<file path="config.mk">
export PLATFORM = sky130hd
export DESIGN_NAME = mux_rr_arbiter_flat
export DESIGN_NICKNAME = d
export VERILOG_FILES = /design/src/rtl/mux_rr_arbiter_if.sv /design/src/rtl/mux_rr_arbiter.sv /design/src/flat_wrapper.sv
export SDC_FILE = /design/constraint.sdc
export NUM_CORES = 1
export LEC_CHECK = 0
export CORE_MARGIN = 2
export CORE_UTILIZATION = 30
export DETAILED_ROUTE_END_ITERATION = 16
export PLACE_DENSITY = 0.58
export RECOVER_POWER = 50
export SYNTH_ARGS = -nofsm -noshare
export SYNTH_HDL_FRONTEND = slang
export SYNTH_SLANG_ARGS = --single-unit
</file>
<file path="constraint.sdc">
create_clock -name clk -period 4.1 [get_ports clk]
set_input_delay 0.82 -clock clk [delete_from_list [all_inputs] [get_ports clk]]
set_output_delay 0.82 -clock clk [all_outputs]
set_load 0.02 [all_outputs]
</file>
<file path="src/rtl/mux_rr_arbiter_if.sv">
// Two-requester channel bundle for mux_rr_arbiter: requester request/data,
// grants and mux select, and the muxed output channel with its ready.
// Optional lock inputs are present only when ARB_LOCK_EN is defined.
interface mux_rr_arbiter_if #(
    parameter int WIDTH = 8
);
    logic             req_a;
    logic [WIDTH-1:0] data_a;
    logic             req_b;
    logic [WIDTH-1:0] data_b;
    logic             gnt_a;
    logic             gnt_b;
    logic             sel;
    logic             out_valid;
    logic [WIDTH-1:0] out_data;
    logic             out_ready;
`ifdef ARB_LOCK_EN
    logic             lock_a;
    logic             lock_b;

    // requesters + downstream side
    modport master (
        output req_a, data_a, req_b, data_b, out_ready, lock_a, lock_b,
        input  gnt_a, gnt_b, sel, out_valid, out_data
    );

    // arbiter side
    modport slave (
        input  req_a, data_a, req_b, data_b, out_ready, lock_a, lock_b,
        output gnt_a, gnt_b, sel, out_valid, out_data
    );
`else
    // requesters + downstream side
    modport master (
        output req_a, data_a, req_b, data_b, out_ready,
        input  gnt_a, gnt_b, sel, out_valid, out_data
    );

    // arbiter side
    modport slave (
        input  req_a, data_a, req_b, data_b, out_ready,
        output gnt_a, gnt_b, sel, out_valid, out_data
    );
`endif
endinterface

</file>
<file path="src/rtl/mux_rr_arbiter.sv">
// Two-way round-robin arbiter with integrated output mux.
// The owner keeps the channel until it drops req, or until the other side is
// waiting and the owner has moved HOLD_MAX beats in this tenure. Release hands
// over directly to a waiting competitor with no idle bubble.
// Optional feature macro: ARB_LOCK_EN -- adds lock_a/lock_b; while the owner's
// lock is high only a dropped req ends its tenure.
module mux_rr_arbiter #(
    parameter int WIDTH    = 8,
    parameter int HOLD_MAX = 4
) (
    input logic               clk,
    input logic               rst_n,
    mux_rr_arbiter_if.slave   bus
);
    localparam int CW = $clog2(HOLD_MAX + 1);
    localparam logic [CW-1:0] HOLD_C = CW'(HOLD_MAX);

    typedef enum logic [1:0] {
        IDLE  = 2'd0,
        OWN_A = 2'd1,
        OWN_B = 2'd2
    } state_t;

    state_t        state_q, state_d;
    logic          gnt_a_q, gnt_a_d;
    logic          gnt_b_q, gnt_b_d;
    logic          sel_q, sel_d;
    logic          prio_q, prio_d;
    logic [CW-1:0] cnt_q, cnt_d;
    logic [CW-1:0] cnt_next;
    logic          beat;
    logic          lock_own;

    // output channel: combinational mux and valid qualified by the live req
    assign bus.out_data  = sel_q ? bus.data_b : bus.data_a;
    assign bus.out_valid = (gnt_a_q & bus.req_a) | (gnt_b_q & bus.req_b);
    assign bus.gnt_a     = gnt_a_q;
    assign bus.gnt_b     = gnt_b_q;
    assign bus.sel       = sel_q;

    assign beat = bus.out_valid & bus.out_ready;

    // beats in this tenure, saturating so an uncontested owner never wraps
    assign cnt_next = (beat && (cnt_q != HOLD_C)) ? cnt_q + CW'(1) : cnt_q;

    // current owner's lock request (tied off when the feature is absent)
`ifdef ARB_LOCK_EN
    always_comb begin
        lock_own = 1'b0;
        if (state_q == OWN_A) lock_own = bus.lock_a;
        if (state_q == OWN_B) lock_own = bus.lock_b;
    end
`else
    assign lock_own = 1'b0;
`endif

    // next-state: entry from IDLE by priority, release/handover while owned
    always_comb begin
        logic mine_req;
        logic other_req;
        state_d   = state_q;
        prio_d    = prio_q;
        sel_d     = sel_q;
        cnt_d     = cnt_q;
        mine_req  = 1'b0;
        other_req = 1'b0;
        case (state_q)
            IDLE: begin
                if (bus.req_a && (!bus.req_b || !prio_q)) begin
                    state_d = OWN_A;
                    sel_d   = 1'b0;
                    cnt_d   = '0;
                end else if (bus.req_b) begin
                    state_d = OWN_B;
                    sel_d   = 1'b1;
                    cnt_d   = '0;
                end
            end
            OWN_A, OWN_B: begin
                mine_req  = (state_q == OWN_A) ? bus.req_a : bus.req_b;
                other_req = (state_q == OWN_A) ? bus.req_b : bus.req_a;
                if (!mine_req || (other_req && (cnt_next >= HOLD_C) && !lock_own)) begin
                    // the side that did not just own gets priority next time
                    prio_d = (state_q == OWN_A);
                    cnt_d  = '0;
                    if (other_req) begin
                        state_d = (state_q == OWN_A) ? OWN_B : OWN_A;
                        sel_d   = (state_q == OWN_A);
                    end else begin
                        state_d = IDLE;
                    end
                end else begin
                    cnt_d = cnt_next;
                end
            end
            default: begin
                state_d = IDLE;
                cnt_d   = '0;
            end
        endcase
        gnt_a_d = (state_d == OWN_A);
        gnt_b_d = (state_d == OWN_B);
    end

    // state register with synchronous active-low reset
    always_ff @(posedge clk) begin
        if (!rst_n) begin
            state_q <= IDLE;
            gnt_a_q <= 1'b0;
            gnt_b_q <= 1'b0;
            sel_q   <= 1'b0;
            prio_q  <= 1'b0;
            cnt_q   <= '0;
        end else begin
            state_q <= state_d;
            gnt_a_q <= gnt_a_d;
            gnt_b_q <= gnt_b_d;
            sel_q   <= sel_d;
            prio_q  <= prio_d;
            cnt_q   <= cnt_d;
        end
    end
endmodule
</file>
<file path="src/flat_wrapper.sv">
// flat-port wrapper written by rule: the top's interface ports become plain ports
module mux_rr_arbiter_flat 
#(
    parameter int WIDTH    = 8,
    parameter int HOLD_MAX = 4
)
  (clk, rst_n, bus_req_a, bus_data_a, bus_req_b, bus_data_b, bus_out_ready, bus_gnt_a, bus_gnt_b, bus_sel, bus_out_valid, bus_out_data);
  mux_rr_arbiter_if #(.WIDTH(WIDTH)) bus_i ();
  input logic clk;
  input logic rst_n;
  input wire logic [$bits(bus_i.req_a)-1:0] bus_req_a;
  input wire logic [$bits(bus_i.data_a)-1:0] bus_data_a;
  input wire logic [$bits(bus_i.req_b)-1:0] bus_req_b;
  input wire logic [$bits(bus_i.data_b)-1:0] bus_data_b;
  input wire logic [$bits(bus_i.out_ready)-1:0] bus_out_ready;
  output wire logic [$bits(bus_i.gnt_a)-1:0] bus_gnt_a;
  output wire logic [$bits(bus_i.gnt_b)-1:0] bus_gnt_b;
  output wire logic [$bits(bus_i.sel)-1:0] bus_sel;
  output wire logic [$bits(bus_i.out_valid)-1:0] bus_out_valid;
  output wire logic [$bits(bus_i.out_data)-1:0] bus_out_data;
  assign bus_i.req_a = bus_req_a;
  assign bus_i.data_a = bus_data_a;
  assign bus_i.req_b = bus_req_b;
  assign bus_i.data_b = bus_data_b;
  assign bus_i.out_ready = bus_out_ready;
  assign bus_gnt_a = bus_i.gnt_a;
  assign bus_gnt_b = bus_i.gnt_b;
  assign bus_sel = bus_i.sel;
  assign bus_out_valid = bus_i.out_valid;
  assign bus_out_data = bus_i.out_data;
  mux_rr_arbiter #(.WIDTH(WIDTH), .HOLD_MAX(HOLD_MAX)) u_core (.clk(clk), .rst_n(rst_n), .bus(bus_i));
endmodule
</file>
==> run_results.csv <==
group,metric,value,unit
clocking,htreeDepth,1,
route,vias,804,
critical_path,critical_path_class,"input port to output port",
critical_path,r2r-start,"u_core.state_q[0]$_SDFF_PN0_",
pwr,power_leakage,0.428,nW
critical_path,r2r_slack,1.75,ns
critical_path,crit_path_end_kind,"output port",
yosys,synth_seq_cells,9,
finish,antenna_cells,0,
clocking,path_clk_slew,0.06,ns
pwr,p_sw,0.000124,W
critical_path,required,3.28,ns
floorplan,die_area,0.00298,sq mm
grt,grt_max_degree,12,
pwr,power,0.000338,W
clocking,ctsLongestPathBuffers,2,
sta,fin_tns_setup,0,ns
sta,setup_violations,0,
route,ant_nets,0,
sta,skew,0.00891,ns
yosys,netlist_area,767,sq um
grt,grt_usage,0.153,
grt,grt_first_pass_wirelength,3.13,mm
grt,gr-total-overflow,0,
floorplan,ios,33,
clocking,ctsResizeCount,0,
route,vias_per_cell,5.40,
yosys,yosysSeqAreaShare,0.235,
critical_path,r2r-end,"u_core.bus.gnt_b$_SDFF_PN0_",
worst_hold_path,hold_depth,2,
clocking,tritoncts,"built",
yosys,synth.distinct_cells,37,
yosys,ys_warn_count,0,
placed_design,portBuffers,32,
placed_design,gp_congestion,0.765,
worst_hold_path,hp-start,"u_core.cnt_q[1]$_SDFFE_PN0N_",
yosys,synth_ff_type,"dfxtp_1",
sta,finalCriticalPeriod,3.34,ns
yosys,post-synth-top-area-cell,"dfxtp_1",
pwr,p_comb_frac,0.463,
finish,area_delta_synth_final,41.6,%
finish,layout.nets,146,
yosys,avgSynthCellArea,8.82,sq um
pwr,ir_worst_vdd,147,uV
yosys,synth-async-reset-ratio,0,
sta,hold_ws,0.569,ns
yosys,syn_inst,87,
worst_hold_path,min_to,"u_core.cnt_q[1]$_SDFFE_PN0N_",
pwr,p_sw_frac,0.366,
clocking,cts_root_buffer,"clkbuf_4",
grt,grt_pass1_vias,716,
clocking,cts_hold_buf,0,
worst_hold_path,hp-class,"flop to flop",
critical_path,crit_fanout,11,
floorplan,core,0.00245,sq mm
clocking,cts_buffers,3,
clocking,cts_setup_buffers,0,
placed_design,post-dp-hpwl,1.69,mm
run,drv_cap,0,
sta,fmax,0.299,GHz
route,drt_iter0_drc,18,
sta,min_period_over_period,0.816,
route,wl_per_cell,14.3,um
route,drt_wl_total,2.13,mm
sta,grt_setup_unrepaired,"false",
critical_path,worstPathArrival,2.52,ns
floorplan,die_w,54.6,um
pwr,clkPwrFrac,0.224,
run_status,status,"complete, no violations",
floorplan,fp-row-count,18,
clocking,clock_latency,0.28,ns
pwr,power_density,311,mW/mm^2
sta,finalMaxSlewViolations,0,
sta,setup_ws,0.755,ns
clocking,clock_sinks,9,
floorplan,initial_core_util,0.312,
sta,tightest_slew,0.727,ns
yosys,netlist_top_cells_count,"dfxtp_1, mux2_2, nand2_1",
yosys,syn_nets,113,
sta,slew_headroom,0.503,
critical_path,startpoint_type,"input port",
yosys,synth_area_leaders,"dfxtp_1, mux2_2, ha_1",
pwr,intPower,0.000215,W
yosys,synth-edff-count,0,
route,drc_errors,0,
placed_design,pre_cts_ws,0.917,ns
grt,antenna_found_initial,0,
route,dr.pass1.iters,4,
critical_path,ff2ff_path_depth,7,
sta,hold_violations,0,
floorplan,die_h,54.6,um
pwr,p_seq_frac,0.313,
yosys,yosysTopAreaCellShare,0.235,
finish,drive_gt1_frac,0.109,
==> critical path, cell delays in order <==
cell	delay [ns]
dlygate4sd3_1	0.68
a22oi_1	0.35
inv_1	0.12
clkdlybuf4s50_1	0.56
==> area by class of cell <==
class | count | area [sq um]
fill | 247 | 1370
multi-input combinational | 68 | 499
timing repair buffer | 32 | 320
sequential | 9 | 180
tap | 30 | 37.5
clock buffer | 4 | 26.3
inverter | 6 | 22.5
==> placed cells by master, fill, tap and decap left out, drive strengths merged, types with 2 or more instances in the layout <==
cell type / synthesis / layout
dfxtp: 9 / 9
inv: 6 / 6
nand2b: 3 / 3
mux2: 9 / 9
nor2b: 2 / 2
clkdlybuf4s50: 0 / 28
clkbuf: 2 / 4
nand2: 8 / 8
a211oi: 3 / 3
a21oi: 3 / 3
nand3: 2 / 2
nor3: 2 / 2
ha: 5 / 5
o21ai: 2 / 2
nor2: 7 / 7
mux2i: 3 / 3
dlygate4sd3: 0 / 4
==> how the worst max path moves through the flow <==
stage / start / to / slack [ns] / depth (start not counted)
after global routing: bus_req_b / bus_out_valid / 0.65 / 4
after detailed placement: bus_req_b / bus_out_valid / 0.92 / 4
after CTS: bus_req_b / bus_out_valid / 0.92 / 4
after floorplan: bus_req_a / u_core.bus.gnt_b$_SDFF_PN0_ / 1.94 / 6
final: bus_req_b / bus_out_valid / 0.76 / 4
after global placement: bus_req_b / bus_out_valid / 0.94 / 4
==> per-stage QoR <==
step,cell area [sq um],std cells,utilization
after floorplan,767,87,-
after global placement,1100,145,0.447
after detailed placement,1100,145,0.447
after CTS,1120,149,0.458
after global routing,1090,149,0.442
final,1090,149,0.442
==> flip-flops by register name, indices dropped and copies added (netlist names) <==
signal / count
u_core.cnt_q: 3
u_core.bus.gnt_a: 1
u_core.bus.sel: 1
u_core.prio_q: 1
u_core.bus.gnt_b: 1
u_core.state_q: 2
==> metal layers <==
layer	vias up	share of wire	global-route usage	wire length, um
met5	-	0	0	0
met4	0	0.014	0.0625	29
met3	3	0.068	0.0383	144
met2	25	0.51	0.287	1090
met1	395	0.40	0.160	859
li1	381	-	-	-
==> power by group through the flow <==
| stage | Sequential, W | Combinational, W | Clock, W |
|---|---|---|---|
| 2_1_floorplan | 0.000108 | 0.0000998 | 0 |
| 3_3_place_gp | 0.000110 | 0.000164 | 0 |
| 3_5_place_dp | 0.000110 | 0.000165 | 0 |
| 4_1_cts | 0.000108 | 0.000165 | 0.0000752 |
| 5_1_grt | 0.000107 | 0.000169 | 0.0000773 |
| 6_report | 0.000106 | 0.000157 | 0.0000756 |
==> cells by family (layout without fill, tap and decap cells) <==
logic type,Yosys count,in the layout,share of synthesized area
flops,9,9,0.235
fa+ha+maj,5,5,0.0816
xor+xnor,1,1,0.0114
mux,12,12,0.171
compound gates,18,18,0.212
simple gates,32,32,0.224
buf+inv,10,42,0.0652
Note: power is estimated with default switching activity, not from simulation.
